`src/rtl/multicycle_maindec.sv`:
```
// rtl/multicycle_maindec.sv - multicycle RV32I/RV64I main control FSM
// Optional MEM_STALL_EN: FETCH/MEMREAD/MEMWRITE wait for mem_ready.
module multicycle_maindec #(
  parameter int XLEN = 32,
  parameter int ABW  = $clog2(XLEN/8)
) (
  input  logic              clk,
  input  logic              reset,
  input  logic [6:0]        op,
  input  logic [2:0]        funct3,
  input  logic [ABW-1:0]    addr_lo,
  input  logic              branch_taken,
  input  logic              mem_ready,
  output logic              pc_write,
  output logic              adr_src,
  output logic              ir_write,
  output logic              mem_write,
  output logic [XLEN/8-1:0] byte_en,
  output logic              reg_write,
  output logic [1:0]        result_src,
  output logic [1:0]        alu_src_a,
  output logic [1:0]        alu_src_b,
  output logic [1:0]        alu_op,
  output logic [2:0]        imm_src,
  output logic              illegal_instr,
  output logic              misaligned
);

  localparam int NB = XLEN/8;

  typedef enum logic [3:0] {
    S_FETCH, S_DECODE, S_MEMADR, S_MEMREAD, S_MEMWB, S_MEMWRITE,
    S_EXECR, S_EXECI, S_ALUWB, S_BEQ, S_JAL, S_JALR1, S_JALR2,
    S_LUI, S_AUIPC, S_ILLEGAL
  } state_t;

  state_t          state_q, state_d;
  logic            mem_go;
  logic            store_f3_ok;
  logic            pc_update;
  logic            branch;
  logic [NB-1:0]   st_mask;
  logic [NB-1:0]   st_lanes;
  logic            st_misaligned;

`ifdef MEM_STALL_EN
  assign mem_go = mem_ready;
`else
  logic unused_mem_ready;
  assign unused_mem_ready = mem_ready;
  assign mem_go = 1'b1;
`endif

  assign store_f3_ok = (funct3 == 3'b000) || (funct3 == 3'b001) || (funct3 == 3'b010) ||
                       ((XLEN == 64) && (funct3 == 3'b011));

  always_ff @(posedge clk or posedge reset) begin
    if (reset) state_q <= S_FETCH;
    else       state_q <= state_d;
  end

  always_comb begin
    state_d = state_q;
    case (state_q)
      S_FETCH:    if (mem_go) state_d = S_DECODE;
      S_DECODE: begin
        case (op)
          7'h03, 7'h23: state_d = S_MEMADR;
          7'h33:        state_d = S_EXECR;
          7'h13:        state_d = S_EXECI;
          7'h63:        state_d = S_BEQ;
          7'h6F:        state_d = S_JAL;
          7'h67:        state_d = S_JALR1;
          7'h37:        state_d = S_LUI;
          7'h17:        state_d = S_AUIPC;
          default:      state_d = S_ILLEGAL;
        endcase
      end
      S_MEMADR: begin
        if (op == 7'h03)      state_d = S_MEMREAD;
        else if (store_f3_ok) state_d = S_MEMWRITE;
        else                  state_d = S_ILLEGAL;
      end
      S_MEMREAD:  if (mem_go) state_d = S_MEMWB;
      S_MEMWB:    state_d = S_FETCH;
      S_MEMWRITE: if (mem_go) state_d = S_FETCH;
      S_EXECR:    state_d = S_ALUWB;
      S_EXECI:    state_d = S_ALUWB;
      S_ALUWB:    state_d = S_FETCH;
      S_BEQ:      state_d = S_FETCH;
      S_JAL:      state_d = S_ALUWB;
      S_JALR1:    state_d = S_JALR2;
      S_JALR2:    state_d = S_ALUWB;
      S_LUI:      state_d = S_FETCH;
      S_AUIPC:    state_d = S_ALUWB;
      S_ILLEGAL:  state_d = S_FETCH;
      default:    state_d = S_FETCH;
    endcase
  end

  // Store lane mask is size-wide ones shifted up to the addressed byte.
  always_comb begin
    case (funct3[1:0])
      2'b00:   st_mask = NB'(8'h01);
      2'b01:   st_mask = NB'(8'h03);
      2'b10:   st_mask = NB'(8'h0F);
      default: st_mask = NB'(8'hFF);
    endcase
    st_lanes = st_mask << addr_lo;
    case (funct3[1:0])
      2'b00:   st_misaligned = 1'b0;
      2'b01:   st_misaligned = addr_lo[0];
      2'b10:   st_misaligned = |addr_lo[1:0];
      default: st_misaligned = |addr_lo;
    endcase
  end

  always_comb begin
    adr_src       = 1'b0;
    ir_write      = 1'b0;
    mem_write     = 1'b0;
    byte_en       = '0;
    reg_write     = 1'b0;
    result_src    = 2'b00;
    alu_src_a     = 2'b00;
    alu_src_b     = 2'b00;
    alu_op        = 2'b00;
    illegal_instr = 1'b0;
    misaligned    = 1'b0;
    pc_update     = 1'b0;
    branch        = 1'b0;
    case (op)
      7'h23:        imm_src = 3'b001;
      7'h63:        imm_src = 3'b010;
      7'h6F:        imm_src = 3'b011;
      7'h37, 7'h17: imm_src = 3'b100;
      default:      imm_src = 3'b000;
    endcase
    case (state_q)
      S_FETCH: begin
        ir_write   = mem_go;
        pc_update  = mem_go;
        alu_src_b  = 2'b10;
        result_src = 2'b10;
      end
      S_DECODE: begin
        alu_src_a = 2'b01;
        alu_src_b = 2'b01;
      end
      S_MEMADR: begin
        alu_src_a = 2'b10;
        alu_src_b = 2'b01;
      end
      S_MEMREAD:  adr_src = 1'b1;
      S_MEMWB: begin
        result_src = 2'b01;
        reg_write  = 1'b1;
      end
      S_MEMWRITE: begin
        adr_src    = 1'b1;
        mem_write  = ~st_misaligned;
        byte_en    = st_misaligned ? '0 : st_lanes;
        misaligned = st_misaligned;
      end
      S_EXECR: begin
        alu_src_a = 2'b10;
        alu_op    = 2'b10;
      end
      S_EXECI: begin
        alu_src_a = 2'b10;
        alu_src_b = 2'b01;
        alu_op    = 2'b10;
      end
      S_ALUWB:    reg_write = 1'b1;
      S_BEQ: begin
        alu_src_a = 2'b10;
        alu_op    = 2'b01;
        branch    = 1'b1;
      end
      S_JAL, S_JALR2: begin
        alu_src_a = 2'b01;
        alu_src_b = 2'b10;
        pc_update = 1'b1;
      end
      S_JALR1: begin
        alu_src_a = 2'b10;
        alu_src_b = 2'b01;
      end
      S_LUI: begin
        result_src = 2'b11;
        reg_write  = 1'b1;
      end
      S_AUIPC: begin
        alu_src_a = 2'b01;
        alu_src_b = 2'b01;
      end
      S_ILLEGAL:  illegal_instr = 1'b1;
      default: ;
    endcase
    pc_write = pc_update | (branch & branch_taken);
  end

endmodule

```
`config.mk`:
```
export PLATFORM = sky130hd
export DESIGN_NAME = multicycle_maindec
export DESIGN_NICKNAME = d
export VERILOG_FILES = /design/src/rtl/multicycle_maindec.sv
export SDC_FILE = /design/constraint.sdc
export NUM_CORES = 1
export LEC_CHECK = 0
export BUFFER_PORTS_ARGS = -buffer_cell sky130_fd_sc_hd__buf_2
export CAP_MARGIN = 20
export CELL_PAD_IN_SITES_DETAIL_PLACEMENT = 0
export CELL_PAD_IN_SITES_GLOBAL_PLACEMENT = 1
export CORE_UTILIZATION = 28
export CTS_CLUSTER_DIAMETER = 80
export DETAILED_ROUTE_END_ITERATION = 16
export GPL_TIMING_DRIVEN = 1
export PLACE_DENSITY_LB_ADDON = 0.12
export SLEW_MARGIN = 0
export SYNTH_ARGS = -nofsm -noshare
export SYNTH_HDL_FRONTEND = slang
export SYNTH_SLANG_ARGS = --single-unit
```
`constraint.sdc`:
```
create_clock -name clk -period 1.6 [get_ports clk]
set_input_delay 0.32 -clock clk [delete_from_list [all_inputs] [get_ports clk]]
set_output_delay 0.32 -clock clk [all_outputs]
set_load 0.005 [all_outputs]
```
Yosys cells after proc, flatten, opt, wreduce, memory -nomap -nowiden:

Cells that the tools add are included.

* word-level logic and storage cells: 70
* input port bits: 16
* output and inout port bits: 22
* register bits: 4

* eq/ne operators: 27
* shift operators: 1
* bitwise gates (word level): 3
* reduce and logical (&&, ||, !) cells: 17
* multiplexer cells: 21

Operators by type and width (count)
* 4-bit equality test, second input constant: 8
* 4-bit case mux with 8 select lines: 1
* 4-bit case mux with 7 select lines: 1
* 7-bit by 6-bit equality test with 1-bit output, second input constant: 3
* 7-bit equality test, second input constant: 3
* 4-bit by 3-bit equality test with 1-bit output, second input constant: 4
* 4-bit two-way mux: 4
* 5-bit OR reduction: 3
* 7-bit by 5-bit equality test with 1-bit output, second input constant: 2
* 2-bit case mux with 2 select lines: 3
* 3-bit case mux with 4 select lines: 1
* 2-bit OR reduction: 5
* 4-bit by 2-bit equality test with 1-bit output, second input constant: 2
* 1-bit two-way mux: 8
* 4-bit case mux with 2 select lines: 1
* 7-bit by 2-bit equality test with 1-bit output, second input constant: 1
* 2-bit case mux with 3 select lines: 1
* 3-bit OR reduction: 2
* 6-bit OR reduction: 1
* 4-bit by 1-bit equality test with 1-bit output, second input constant: 1
* 4-bit logical NOT: 1
* 4-bit OR reduction: 1
* 4-bit by 2-bit << shifter with 4-bit output: 1
* 3-bit by 1-bit equality test with 1-bit output, second input constant: 1
* other kinds (9): 10

Logic depth before layout (Yosys ltp):

* word-level depth: 6
* gate-level depth with buffers: 5
* mapped depth without buffers: 4

Least setup slack after synthesis:

OpenSTA, ideal clock, no wires.

* kind: register to output
* from: register state_q[1]
* to: output pc_write
* stages on the path, launching flop included: 6
* path slack: -0.037 ns
* buffers on the path: 1
* data required time: 1.280 ns
* data arrival time: 1.317 ns
* cell sequence: dfrtp_1 clkbuf_1 nor2b_1 or3_1 a21oi_1 a21o_1

* longest elaborated chain between the ends: 4
* elaborated cells between the ends (all ways): 9
* those cells by class: 3 x eq/ne; 2 x mux; 2 x bitwise; 2 x reduce/logical

RTL lines
* start, declared: RTL line 37 `state_t state_q, state_d;`
* start signal, assigned: RTL line 59 `else state_q <= state_d;`
* 4-bit equality test or 4-bit logical NOT (tied branches): RTL line 139 `case (state_q)`
* 3-bit OR reduction (no source line) or 1-bit two-way mux (tied branches)
* 1-bit two-way mux or 1-bit bitwise AND (tied branches): RTL line 139, 200
* 1-bit OR *: RTL line 200 `pc_write = pc_update | (branch & branch_taken);`
* end, declared: RTL line 14 `output logic pc_write,`

Mark *: on every way between the ends. The rest lies on a longest branch, timed or not.

Final worst setup path:

* from: register state_q[3]
* to: output pc_write

Same word-level chain as after synthesis.

==> impl_results.md <==
- Worst Min Path Start: funct3[2]
- Net switching power: 834.8 uW
- Commonest cells in the synthesized netlist: nor2_1 (11), nand2_1 (10), a21oi_1 (9)
- Post-Syn Area: 668.1 um^2
- H-tree depth: 1
- Reg power frac: 0.117
- CTS Buf Count: 3
- Area growth, synth to finish: 94.76%
- Syn nets: 116
- Clk sinks: 4
- Rel. slew slack: 0.7417
- Register bit total from synthesis: 4
- Placement row count: 17
- R2R Path End: state_q[3]$_DFF_PP0_
- First-pass GRT wire length: 3318 um
- Initial core utilization: 0.2992
- Layout cells sized above 1: 0.6159
- Count leader, synth: nor2_1
- Cells after Synth: 100
- Global route overflow: 0
- Sequential area share after synthesis: 0.1498
- DR WL/cell: 11.29 um
- Cell accounting for the most synthesized area: dfrtp_1
- N_diodes: 0
- Sw Share: 0.3954
- Cells on Worst Hold Path: 4
- Final Critical Period: 1.815 ns
- Combinational power share: 0.821
- Min-delay worst type: input port to flop
- Clock root buffer: clkbuf_4
- FFs w/ async S/R, synth: 1.000
- Outcome: finished with violations
- Most area-consuming cells after synthesis: dfrtp_1 (15%), a21oi_1 (6.7%), nor2_1 (6.2%), nor3_1 (6.0%), nand2_1 (5.6%)
- Max reg flops: 4
- Top-area cell type share of the netlist area: 0.1498
- R2r worst-path depth: 7
- Peak VDD IR: 1.144 mV
- Most flops, register: state_q
- Antenna Nets Post-Route: 0
- CP Class: flop to output port
- Startpoint types: flop
- Number of enable flip-flop cells after synthesis: 0
- Clock skew: 0.0007625 ns
- Drt first-iter violations: 12
- DRC Markers: 0
- MaxCap Viol Count: 0
- Final setup viols: 16
- CTS clk-pin slew, worst paths: 0.04 ns
- Dpl cells: 172
- Die footprint: 2586 um^2
- Drt pass-1 iters: 4
- Via count: 954
- Peak Freq: 550.9 MHz
- Setup crit end kind: output port
- Fin util: 0.5826
- Die Wd: 50.85 um
- Final setup margin: -0.2154 ns
- Syn_area_per_cell: 6.681 um^2
- Worst slew pin tran: 0.3824 ns
- Pins Over Slew Limit: 0
- CTS tree: yes
- Clk pwr share: 0.062
- Unique cell type count in the Yosys netlist: 39
- Arr. time, crit path: 1.50 ns
- I/O Pins: 38
- Reg-to-Reg Start: state_q[3]$_DFF_PP0_
- Int Pwr: 1.277 mW
- Clock Latency Late Sink: 0.24 ns
- Largest net degree at the start of global routing: 13
- LEAKAGE: 0.6435 nW
- Ys flop type: dfrtp_1
- Finished Layout Cells: 192
- Core area: 2233 um^2
- Total track usage: 0.1680
- Routed WL: 2167 um
- Reg2Reg Setup Slack: 0.03 ns
- WP data required: 1.28 ns
- Fill count: 222
- Post-DR vias/cell: 4.969
- PwrDens: 1623 nW/um^2
- Dpl hpwl: 1466 um
- Die height: 50.85 um
- Fin crit share: 1.135
- Clock Path Buffers: 2
- Nets: 182
- Worst Hold End: state_q[1]$_DFF_PP0_
- Largest regs: state_q (4)
- Failing checks: negative setup slack
- Pre-CTS worst setup slack: -0.05202 ns
- GP Congestion: 0.8073
- RSZ-0062 raised after global routing: yes
- Number of global-route vias before repair: 785
- Yosys warns: 0
- Initial antenna violation count: 0
- # port buffers: 36
- Fin. Hold Viols: 0
- CP max FO: 6
## layer usage
layer / global-route usage / up-vias / wire length [um] / part of all wire
li1: - / 489 / - / -
met5: 0 / - / 0 / 0
met4: 0.05556 / 0 / 19 / 0.0088
met3: 0.03571 / 4 / 88 / 0.041
met2: 0.2644 / 22 / 1049 / 0.48
met1: 0.2269 / 439 / 1010 / 0.47
## critical path, stage by stage, from the launching register on
cell and delay, ns:
dfrtp_2 0.45, nor2b_4 0.15, or3_4 0.32, a21oi_2 0.14, a21o_1 0.09, buf_2 0.10
## kinds of logic (layout without fill, tap and decap cells)
group,count (synthesis),in the layout,share of synthesized area
multiplexers,4,4,0.06367
XOR/XNOR,5,5,0.06556
buffers and inverters,11,75,0.07491
AO/OA/AOI/OAI,22,22,0.2135
flip-flops,4,4,0.1498
AND/OR/NAND/NOR,54,54,0.4326
## cell usage in the layout (no fill, tap or decap), types with 3 or more instances in the layout
| cell | n |
|---|---|
| nor2_1 | 10 |
| nor3_1 | 5 |
| a21oi_1 | 7 |
| dfrtp_2 | 4 |
| buf_4 | 26 |
| buf_2 | 36 |
| buf_6 | 6 |
| nand2_1 | 8 |
| nand3_1 | 4 |
| clkbuf_4 | 3 |
## stage by stage
stage	instance area [um^2]	hold slack (ns)	power (mW)	setup TNS [ns]
after global placement	972.2	0.1994	1.326	-0.04203
final	1301	0.4941	2.111	-1.808
after detailed placement	972.2	0.2063	1.323	-0.09318
after floorplan	673.1	0.08608	0.8522	0
after CTS	1119	0.4911	1.750	-1.693
after global routing	1301	0.5072	2.301	-3.118
## how the worst max path moves through the flow
| stage | from | end | slack, ns | cells past startpoint |
|---|---|---|---|---|
| 3_3_place_gp | op[3] | state_q[2]$_DFF_PP0_ | -0.02 | 5 |
| 3_5_place_dp | op[3] | state_q[1]$_DFF_PP0_ | -0.05 | 5 |
| 4_1_cts | state_q[1]$_DFF_PP0_ | pc_write | -0.22 | 5 |
| 6_report | state_q[3]$_DFF_PP0_ | pc_write | -0.22 | 5 |
| 5_1_grt | state_q[3]$_DFF_PP0_ | pc_write | -0.30 | 5 |
| 2_1_floorplan | state_q[1]$_DFF_PP0_ | pc_write | 0.02 | 5 |
## final cells by class
| type | instances | area, um^2 | area share |
|---|---|---|---|
| Multi-Input combinational cell | 85 | 658.1 | 0.5058 |
| Sequential cell | 4 | 105.1 | 0.08077 |
| Timing Repair Buffer | 70 | 473.0 | 0.3635 |
| Inverter | 2 | 7.507 | 0.005769 |
| Clock buffer | 3 | 22.52 | 0.01731 |
| Tap cell | 28 | 35.03 | 0.02692 |
## power groups by stage
stage	Combinational (mW)	Sequential (mW)	Clock (mW)
final	1.73	0.247	0.131
after detailed placement	1.09	0.232	0
after global placement	1.09	0.233	0
after CTS	1.36	0.249	0.137
after floorplan	0.683	0.169	0
after global routing	1.90	0.258	0.145
## timing repair
action                                 CTS  global route
pin swaps                                0             5
setup buffers                            7            10
resized for setup                       15            24
endpoints found under the hold margin    4             0
hold buffers                             1             0
setup endpoints to repair               16            18
Note: power is estimated with default switching activity, not from simulation.
